### src/rtl/rc4_pkg.sv
// rc4_pkg: shared types and constants for the RC4 key-scheduling stage.
//   S_DEPTH           - S-memory entries (256, so 8-bit i/j wrap naturally)
//   KEY_BYTES_DEFAULT - default number of secret-key bytes
//   INIT_CYCLES       - cycles spent writing S[i]=i
//   ITER_CYCLES       - cycles per key-schedule iteration (read/read/write/write)
//   ITER_SKIP_CYCLES  - cycles per iteration when the i==j writes are skipped
// Shared with the testbench so expected latencies come from one place.
package rc4_pkg;

  localparam int unsigned S_DEPTH           = 256;
  localparam int unsigned KEY_BYTES_DEFAULT = 3;
  localparam int unsigned INIT_CYCLES       = 256;
  localparam int unsigned ITER_CYCLES       = 7;
  localparam int unsigned ITER_SKIP_CYCLES  = 5;

  typedef logic [7:0] byte_t;

  typedef enum logic [3:0] {
    StIdle,
    StInit,
    StRdI,
    StWaitI,
    StCalcJ,
    StRdJ,
    StWaitJ,
    StWrI,
    StWrJ,
    StDone
  } state_t;

endpackage

### src/rtl/rc4_ksa.sv
// rc4_ksa: RC4 key-scheduling algorithm driving a shared 256x8 S-memory.
// Fills S[i]=i, then runs the RC4 swap loop keyed by secret_key, then pulses
// finished for one cycle to hand the S-memory over to the decrypt stage.
//
// Ports:
//   clk         in   system clock, rising edge
//   reset_n     in   asynchronous active-low reset
//   start       in   one-cycle request, sampled only in idle
//   secret_key  in   8*KEY_BYTES key, byte 0 in the most-significant byte
//   finished    out  one-cycle pulse when S holds the final permutation
//   address_s   out  S-memory address
//   data        out  S-memory write data
//   write_en_s  out  S-memory write strobe
//   read_data   in   S-memory read data (valid at the end of the 2nd address cycle)
//
// Build option: define RC4_KSA_SAME_IDX_SKIP_EN to skip both swap writes when
// j==i (5-cycle iteration, key-dependent latency, identical final S).
module rc4_ksa
  import rc4_pkg::*;
#(
  parameter int unsigned KEY_BYTES = KEY_BYTES_DEFAULT
) (
  input  logic                   clk,
  input  logic                   reset_n,
  input  logic                   start,
  input  logic [8*KEY_BYTES-1:0] secret_key,
  output logic                   finished,
  output logic [7:0]             address_s,
  output logic [7:0]             data,
  output logic                   write_en_s,
  input  logic [7:0]             read_data
);

  localparam int unsigned KW = (KEY_BYTES > 1) ? $clog2(KEY_BYTES) : 1;
  localparam logic [KW-1:0] K_LAST = KW'(KEY_BYTES - 1);

  state_t                 r_state;
  byte_t                  r_i;
  byte_t                  r_j;
  byte_t                  r_si;
  byte_t                  r_sj;
  logic [KW-1:0]          r_k;
  logic [8*KEY_BYTES-1:0] r_key;

  byte_t                  w_key_byte;
  int unsigned            w_key_base;

  // Byte 0 sits in the top byte, so key index k maps to bit offset (KEY_BYTES-1-k)*8.
  always_comb begin
    w_key_base = (KEY_BYTES - 1 - 32'(r_k)) * 8;
    w_key_byte = r_key[w_key_base +: 8];
  end

  always_ff @(posedge clk or negedge reset_n) begin
    if (!reset_n) begin
      r_state <= StIdle;
      r_i     <= '0;
      r_j     <= '0;
      r_si    <= '0;
      r_sj    <= '0;
      r_k     <= '0;
      r_key   <= '0;
    end else begin
      unique case (r_state)
        StIdle: begin
          if (start) begin
            r_key   <= secret_key;
            r_i     <= '0;
            r_j     <= '0;
            r_k     <= '0;
            r_state <= StInit;
          end
        end
        StInit: begin
          if (r_i == 8'hFF) begin
            r_i     <= '0;
            r_state <= StRdI;
          end else begin
            r_i <= r_i + 8'd1;
          end
        end
        StRdI:   r_state <= StWaitI;
        StWaitI: begin
          r_si    <= read_data;
          r_state <= StCalcJ;
        end
        StCalcJ: begin
          r_j     <= r_j + r_si + w_key_byte;
          r_k     <= (r_k == K_LAST) ? '0 : r_k + 1'b1;
          r_state <= StRdJ;
        end
        StRdJ:   r_state <= StWaitJ;
        StWaitJ: begin
          r_sj <= read_data;
`ifdef RC4_KSA_SAME_IDX_SKIP_EN
          // Swapping an entry with itself is a no-op, so jump to the loop decision.
          if (r_j == r_i) begin
            if (r_i == 8'hFF) begin
              r_state <= StDone;
            end else begin
              r_i     <= r_i + 8'd1;
              r_state <= StRdI;
            end
          end else begin
            r_state <= StWrI;
          end
`else
          r_state <= StWrI;
`endif
        end
        StWrI:   r_state <= StWrJ;
        StWrJ: begin
          if (r_i == 8'hFF) begin
            r_state <= StDone;
          end else begin
            r_i     <= r_i + 8'd1;
            r_state <= StRdI;
          end
        end
        StDone:  r_state <= StIdle;
        default: r_state <= StIdle;
      endcase
    end
  end

  // Moore outputs; idle and done drive zeros on the memory port.
  always_comb begin
    address_s  = '0;
    data       = '0;
    write_en_s = 1'b0;
    finished   = 1'b0;
    unique case (r_state)
      StInit: begin
        address_s  = r_i;
        data       = r_i;
        write_en_s = 1'b1;
      end
      StRdI, StWaitI: address_s = r_i;
      StRdJ, StWaitJ: address_s = r_j;
      StWrI: begin
        address_s  = r_i;
        data       = r_sj;
        write_en_s = 1'b1;
      end
      StWrJ: begin
        address_s  = r_j;
        data       = r_si;
        write_en_s = 1'b1;
      end
      StDone:  finished = 1'b1;
      default: ;
    endcase
  end

endmodule

### config.mk
export PLATFORM = sky130hd
export DESIGN_NAME = rc4_ksa
export DESIGN_NICKNAME = d
export VERILOG_FILES = /design/src/rtl/rc4_pkg.sv /design/src/rtl/rc4_ksa.sv
export SDC_FILE = /design/constraint.sdc
export NUM_CORES = 1
export LEC_CHECK = 0
export CORE_ASPECT_RATIO = 1.1
export CORE_MARGIN = 4
export CORE_UTILIZATION = 40
export CTS_BUF_LIST = sky130_fd_sc_hd__clkbuf_4 sky130_fd_sc_hd__clkbuf_8
export CTS_CLUSTER_SIZE = 14
export DETAILED_ROUTE_END_ITERATION = 6
export PLACE_DENSITY_LB_ADDON = 0.2
export SYNTH_ARGS = -nofsm -noshare
export SYNTH_HDL_FRONTEND = slang
export SYNTH_SLANG_ARGS = --single-unit
### constraint.sdc
create_clock -name clk -period 3.6 [get_ports clk]
set_input_delay 1.08 -clock clk [delete_from_list [all_inputs] [get_ports clk]]
set_output_delay 1.08 -clock clk [all_outputs]
set_load 0.02 [all_outputs]
==> out/qor.yml, run 1 <==
cap_violations: 0
min_path_type: "reg -> reg"
async_reset_ff_frac: 1.000
finish.utilization: 0.5069
finalCritPeriodShare: 0.9569
crit_type: "reg -> out"
clock_skew_ps: 9.014
track_usage: 0.1639
grt_first_pass_wirelength_mm: 13.68
syn_area_mm2: 0.003601
met1_usage: 0.2149
fp.dieH_um: 107.5
drc: 0
clkSinkCount: 62
finalSetupTns_ps: 0
die_x_um: 98.47
antenna_found_initial: 0
busiest_layer: "met2"
post_drt_wl_per_cell_um: 16.32
die-area_mm2: 0.01059
port-buffer-count: 52
ys_ff_latch: 62
synth_top_cell_area_share: 0.4309
cp_data_arrival_time_ps: 2360
ir_worst_vdd_uv: 243.2
cts_made_buffers: 9
place_hpwl_mm: 6.069
antennaDiodeCount: 0
use_met3: 0.04018
r2r_start: "r_k[1]"
drt-initial-drc-count: 204
nets: 434
layout-drive-gt1-share: 0.2254
std_cell_rows: 36
globalplace.congestion: 0.8850
grtUsageMet2: 0.2633
ctsHoldBuffers: 0
final_antenna_net_count: 0
insertion_delay_ps: 330
relSlewSlack: 0.5160
finalMaxSlewViolations: 0
vias_per_cell: 5.386
coreArea_mm2: 0.008828
grt_pass1_vias: 2679
cts.path.max_buffers: 2
hold_violations: 0
syn_to_final_growth_pct: 24.29
synth_flop_cell: "dfrtp_1"
avgSynthCellArea_um2: 11.01
endpoint_kind: "output pin"
period_needed_ps: 3445
synth_cell_type_count: 54
path_clk_slew_ps: 70
yosysMostFrequentCell: "dfrtp_1"
start_util: 0.4079
num_vias: 2693
routed_wl_mm: 8.160
ys_seq_area_frac: 0.4309
cts_setup_buffers: 0
cts_htree_levels: 3
yosys_warnings: 0
grt_max_degree: 63
synthesis.nets: 380
fmax_mhz: 290.3
synth_edf_count: 0
overflow: 0
status: "finished clean"
p_leak_uw: 0.002002
powerDensity_mw_per_mm2: 319.5
synthCells: 327
io_pins: 53
cp-start-kind: "flop"
worstMarginPinSlew_ps: 720.4
synth.largest_area_cell: "dfrtp_1"
path_max_fanout: 11
synth_common_cells: "62 x dfrtp_1, 40 x mux2_2, 27 x nor2_1"
rsz0062_at_grt: "false"
cts_tree: "built"
synth.area.top_cells: "dfrtp_1 43%, mux2_2 13%, fa_1 4.4%"
fillCellCount: 835
clock-root-buffer: "clkbuf_8"
required_ps: 2520
crit_start: "r_state[2]"
finalSetupViolations: 0
min-delay-start: "r_key[1]"
first_pass_iters: 5
[power by group]
part	total (uW)	switching, uW	internal [uW]
Sequential	696	0	696
Clock	679	288	392
Combinational	54.5	20.3	34.2
[logic make-up (layout without fill, tap and decap cells)]
family / count (synthesis) / in the layout / share of synthesized area
XOR/XNOR: 10 / 10 / 0.02432
AO/OA/AOI/OAI: 65 / 65 / 0.1306
AND/OR/NAND/NOR: 90 / 90 / 0.1386
buffers and inverters: 33 / 92 / 0.04621
multiplexers: 49 / 49 / 0.1501
adder cells (fa/ha/maj): 18 / 18 / 0.07922
flip-flops: 62 / 62 / 0.4309
[layout make-up]
cell class	count	area, um2	share of cell area
Timing Repair Buffer	61	609.3	0.1361
Multi-Input combinational cell	232	1888	0.4219
Inverter	15	56.30	0.01258
Sequential cell	62	1556	0.3478
Clock buffer	9	123.9	0.02768
Clock inverter	7	98.84	0.02209
Tap cell	114	142.6	0.03187
[layout by cell type (no fill, tap or decap), types with 4 or more instances in the layout]
master           count
mux2_2              40
fa_1                 8
mux2i_1              9
a22o_1               8
buf_4                7
nand3_1             11
dfrtp_1             58
clkdlybuf4s50_1     47
a21oi_1             19
ha_1                10
dfrtp_2              4
nand2_1             15
dlymetal6s2s_1       4
nor3b_1              4
inv_1               15
o21ai_0              7
clkbuf_8             9
xnor2_1              8
nor2_1              27
a222oi_1             8
[worst paths after layout]
check | to | slack, ps | depth (start not counted)
worst max-delay path | address_s[3] | 160 | 7
worst min-delay path | r_key[1] | 510 | 1
worst max register to register | r_j[7] | 340 | 14
worst min register to register | r_key[1] | 510 | 1
max in group asynchronous | r_state[3] | 2570 | 2
min in group asynchronous | r_si[6] | 750 | 2
[stage by stage]
| step | cell area, um2 | power [uW] | worst slack (ps) | std cells | hold WS, ps |
|---|---|---|---|---|---|
| 3_5_place_dp | 4229 | 765.7 | 297.5 | 484 | 492.4 |
| 6_report | 4476 | 1430 | 155.2 | 500 | 506.3 |
| 3_3_place_gp | 4229 | 765.7 | 318.2 | 484 | 487.3 |
| 4_1_cts | 4453 | 1453 | 5.955 | 500 | 511.3 |
| 5_1_grt | 4476 | 1487 | 29.59 | 500 | 528.6 |
| 2_1_floorplan | 3601 | 710.5 | 294.5 | 327 | 473.6 |
[registers in the layout, indices dropped and copies added, names as in the netlist]
name	flops
r_si	8
r_i	8
r_state	4
r_j	8
r_key	24
r_k	2
r_sj	8
[metal layers]
metal | vias up | wire length, um
li1 | 1290 | -
met1 | 1318 | 3581
met2 | 76 | 3957
met3 | 9 | 502
met4 | 0 | 119
met5 | - | 0
[critical path, cell delays in order (launching register included)]
cell and delay (ps):
dfrtp_2 500, nand2b_1 220, nor2_1 150, a21oi_1 70
o22ai_1 160, buf_4 180, a22o_1 160, clkdlybuf4s50_1 600
[timing repair]
action,4_1_cts,5_1_grt
endpoints found under the setup margin,1,16
endpoints found under the hold margin,0,0
resized for setup,1,9
Power figures use the tool's default switching activity.
==> inputs of run 2 (changes only) <==
--- a/config.mk
+++ b/config.mk
@@ -11,7 +11,10 @@
 export CTS_BUF_LIST = sky130_fd_sc_hd__clkbuf_4 sky130_fd_sc_hd__clkbuf_8
 export CTS_CLUSTER_SIZE = 14
 export DETAILED_ROUTE_END_ITERATION = 6
+export GPL_TIMING_DRIVEN = 0
 export PLACE_DENSITY_LB_ADDON = 0.2
+export SETUP_SLACK_MARGIN = 0.15
+export SLEW_MARGIN = 20
 export SYNTH_ARGS = -nofsm -noshare
 export SYNTH_HDL_FRONTEND = slang
 export SYNTH_SLANG_ARGS = --single-unit
==> run 2 against run 1 <==
Combinational power increased by 1%. Register-to-register slack worse by 60 ps. Design area increased by 3.7%. Worst setup slack better by 120 ps. Via count grew 0.45%. Critical endpoint is now data[0]. Largest cell class unchanged. Largest power group unchanged.
==> out/qor.yml, run 2 (synthesized netlist as in run 1, its figures left out) <==
min_path_type: "reg -> reg"
grt_pass1_vias: 2666
port-buffer-count: 52
drt-initial-drc-count: 116
path_max_fanout: 10
coreArea_mm2: 0.008828
fmax_mhz: 300.8
r2r_start: "r_k[0]"
ir_worst_vdd_uv: 272.1
p_int_uw: 1124
worstMarginPinSlew_ps: 695.4
nets: 450
fin_cells: 516
die-area_mm2: 0.01059
largest_register_ffs: 24
min-delay-start: "r_key[16]"
num_vias: 2705
vias_per_cell: 5.242
overflow: 0
antennaDiodeCount: 0
io_pins: 53
final_cell_mix: "59 x dfrtp_1, 41 x clkdlybuf4s50_1, 40 x mux2_2"
post_drt_wl_per_cell_um: 16.53
clock-root-buffer: "clkbuf_8"
cts.path.max_buffers: 2
switching_share: 0.2191
combPwrFrac: 0.038
globalplace.congestion: 0.8368
routed_wl_mm: 8.529
clock_skew_ps: 10.65
setup_ws_ps: 275.5
cts_made_buffers: 9
antenna_found_initial: 0
relSlewSlack: 0.5336
path_clk_slew_ps: 70
hold_violations: 0
syn_to_final_growth_pct: 28.94
hold_ws_ps: 505.7
design_power_total_uw: 1439
finalSetupTns_ps: 0
first_pass_iters: 4
p_leak_uw: 0.002119
place_hpwl_mm: 6.340
grt_max_degree: 36
cap_violations: 0
pwr-share-clk: 0.478
cts_tree: "built"
status: "finished clean"
start_util: 0.4079
required_ps: 2520
std_cell_rows: 36
dp.cells: 494
drc: 0
crit_start: "r_state[2]"
fp.dieH_um: 107.5
clkSinkCount: 62
endpoint_kind: "output pin"
seqPwrFrac: 0.484
finalCritPeriodShare: 0.9235
rsz0062_at_grt: "true"
finalMaxSlewViolations: 0
cp-start-kind: "flop"
finalSetupViolations: 0
grt_first_pass_wirelength_mm: 13.68
die_x_um: 98.47
period_needed_ps: 3324
track_usage: 0.1635
layout-drive-gt1-share: 0.2736
p_switching_uw: 315.4
crit_type: "reg -> out"
dp_worst_setup_slack_ps: -60.44
final_common_cell: "dfrtp_1"
powerDensity_mw_per_mm2: 310.0
cts_htree_levels: 3
insertion_delay_ps: 340
cp_data_arrival_time_ps: 2240
regMostFlops: "r_key"
final_antenna_net_count: 0
==> run 2: timing repair <==
item                       4_1_cts  5_1_grt
pin swaps                        3        4
gates cloned                     0        1
buffers inserted                 3        2
gates resized for setup          9       22
setup endpoints to repair       19       19
hold buffers                     0        0
==> run 2: power by group through the flow <==
stage	registers (uW)	logic [uW]	clock network, uW
floorplan	710	0.690	0
global placement	710	54.3	0
detailed placement	710	56.8	0
CTS	696	57.3	703
global route	696	61.0	737
finish	696	55.2	688
==> run 2: per-stage QoR <==
stage / instance area [um2] / util
finish: 4643 / 0.5259
global route: 4643 / 0.5259
CTS: 4558 / 0.5163
detailed placement: 4282 / 0.4850
global placement: 4264 / 0.4830
floorplan: 3601 / -
==> run 2: cell type report <==
class                           instances  area, um2
Buffer                                 18      121.4
Clock buffer                            9      123.9
Clock inverter                          7      96.34
Fill cell                             844       4185
Inverter                               15      56.30
Multi-Input combinational cell        233       1947
Sequential cell                        62       1555
Tap cell                              114      142.6
Timing Repair Buffer                   58      600.6
==> run 2: worst paths after layout <==
| path | end | slack [ps] | depth (start not counted) |
|---|---|---|---|
| max | data[0] | 280 | 6 |
| min | r_key[16] | 510 | 1 |
| max reg2reg | r_j[7] | 280 | 17 |
| min reg2reg | r_key[16] | 510 | 1 |
| max in group asynchronous | r_state[3] | 2420 | 2 |
| min in group asynchronous | r_state[0] | 660 | 1 |
==> run 2: routing by layer <==
metal  part of all wire  routed length (um)  track usage  vias to the layer above
li1                   -                   -            -                     1321
met1               0.44                3755       0.2053                     1317
met2               0.50                4270       0.2754                       61
met3              0.045                 388      0.04472                        6
met4              0.013                 114      0.04878                        0
met5                  0                   0            0                        -
==> run 2: critical path: stages (launching register included) <==
cell and delay [ps]:
dfrtp_1 380, nand2b_1 220, nor3_4 280, buf_4 250
a222oi_1 110, inv_1 70, clkdlybuf4s50_1 600
==> inputs of run 3 (changes only) <==
--- a/config.mk
+++ b/config.mk
@@ -9,9 +9,9 @@
 export CORE_MARGIN = 4
 export CORE_UTILIZATION = 40
 export CTS_BUF_LIST = sky130_fd_sc_hd__clkbuf_4 sky130_fd_sc_hd__clkbuf_8
-export CTS_CLUSTER_SIZE = 14
 export DETAILED_ROUTE_END_ITERATION = 6
 export GPL_TIMING_DRIVEN = 0
+export MAX_ROUTING_LAYER = met4
 export PLACE_DENSITY_LB_ADDON = 0.2
 export SETUP_SLACK_MARGIN = 0.15
 export SLEW_MARGIN = 20
==> run 3 against run 2 <==
Die area did not move. Critical path depth did not move. Sequential share of layout area did not move. Worst hold slack barely moved. Critical path type unchanged. Highest routed layer unchanged.
==> out/qor.yml, run 3 (synthesized netlist as in run 1, its figures left out) <==
place_hpwl_mm: 6.340
num_vias: 2725
port-buffer-count: 52
std_cell_rows: 36
finalCritPeriodShare: 0.9259
powerDensity_mw_per_mm2: 310.5
finalSetupViolations: 0
syn_to_final_growth_pct: 28.94
period_needed_ps: 3333
final_antenna_net_count: 0
io_pins: 53
max_stage_delay_ps: 600
dp_worst_setup_slack_ps: -60.44
clock-root-buffer: "clkbuf_8"
r2r_slack_ps: 280
crit_start: "r_state[3]"
path_clk_slew_ps: 70
crit_top_cell: "buf_4"
fillCellCount: 844
layout-drive-gt1-share: 0.2736
coreArea_mm2: 0.008828
path_max_fanout: 10
antennaDiodeCount: 0
setup_ws_ps: 266.8
insertion_delay_ps: 340
rr_endpoint: "r_j[7]"
fp.dieH_um: 107.5
grt_first_pass_wirelength_mm: 13.68
r2r_start: "r_k[0]"
first_pass_iters: 5
finalMaxSlewViolations: 0
setup.worst_path.end: "data[0]"
regMostFlops: "r_key"
die_x_um: 98.47
routed_wl_mm: 8.563
status: "finished clean"
grt_max_degree: 36
start_util: 0.4079
clock_skew_ps: 10.76
overflow: 0
cts_tree: "built"
p_leak_uw: 0.002119
drc: 0
largest_register_ffs: 24
critPathSlowestCell: "clkdlybuf4s50_1"
cts.path.max_buffers: 2
clkSinkCount: 62
grt_pass1_vias: 2663
finish.utilization: 0.5259
ctsHoldBuffers: 0
cp-start-kind: "flop"
finalSetupTns_ps: 0
rsz0062_at_grt: "true"
required_ps: 2520
endpoint_kind: "output pin"
track_usage: 0.1680
vias_per_cell: 5.281
worstMarginPinSlew_ps: 700.6
drt-initial-drc-count: 100
rr_worst_depth: 17
die-area_mm2: 0.01059
post_drt_wl_per_cell_um: 16.59
cap_violations: 0
final_cell_mix: "59 x dfrtp_1, 41 x clkdlybuf4s50_1, 40 x mux2_2"
final_common_cell: "dfrtp_1"
cts_htree_levels: 3
crit_chain: "buf_4 > nor3_4 > buf_4 > a222oi_1 > inv_1 > clkdlybuf4s50_1"
cp_data_arrival_time_ps: 2250
nets: 450
globalplace.congestion: 0.8498
hold_violations: 0
ir_worst_vdd_uv: 271.9
antenna_found_initial: 0
fmax_mhz: 300.0
relSlewSlack: 0.5301
crit_type: "reg -> out"
min_path_type: "reg -> reg"
cts_made_buffers: 9
run 3: cell type report:
cell class              instances  area (um2)  area share
clock buffers                   9       123.9     0.02668
inverters                      15       56.30     0.01213
plain buffers                  18       121.4     0.02614
well taps                     114       142.6     0.03072
multi-input cells             233        1947      0.4193
flip-flops and latches         62        1555      0.3350
repair buffers                 58       600.6      0.1293
clock inverters                 7       96.34     0.02075
run 3: worst min path at each step:
| stage | slack [ps] | endpoint | from | cells after the start |
|---|---|---|---|---|
| 3_5_place_dp | 490 | r_key[20] | r_key[20] | 1 |
| 3_3_place_gp | 490 | r_key[1] | r_key[1] | 1 |
| 4_1_cts | 510 | r_key[16] | r_key[16] | 1 |
| 2_1_floorplan | 470 | r_key[15] | r_key[15] | 1 |
| 6_report | 510 | r_key[16] | r_key[16] | 1 |
| 5_1_grt | 520 | r_key[20] | r_key[20] | 1 |
run 3: worst max-delay path, delay by kind of cell (launching register included):
family,cells,cell delay [ps]
compound gates,1,120
buf+inv,4,1100
flops,1,460
simple gates,1,230
run 3: repair_timing:
action	in CTS	in global routing
pin swaps	3	4
endpoints found under the setup margin	19	19
cloned	0	1
buffers inserted	3	2
resized for setup	9	22
endpoints found under the hold margin	0	0
run 3: per-stage QoR:
step	instances	hold slack [ps]	power, uW	instance area [um2]
4_1_cts	513	511.6	1456	4558
3_3_place_gp	493	487.7	764.1	4264
3_5_place_dp	494	493.1	766.4	4282
5_1_grt	516	518.7	1494	4643
6_report	516	505.7	1442	4643
2_1_floorplan	327	473.6	710.5	3601
run 3: where the power goes:
part / switching, uW / internal [uW] / leakage [uW] / total, uW
sequential: 0 / 696 / 0.000790 / 696
combinational: 21.0 / 34.4 / 0.00121 / 55.5
clock: 297 / 393 / 0.000114 / 691
total: 318 / 1120 / 0.00212 / 1440
run 3: metal layers:
layer  global-route usage  up-vias  wire (um)
li1                     -     1323          -
met1               0.2057     1332       3770
met2               0.2754       61       4305
met3              0.04407        9        379
met4              0.04878        0        108
met5                    -        -          0
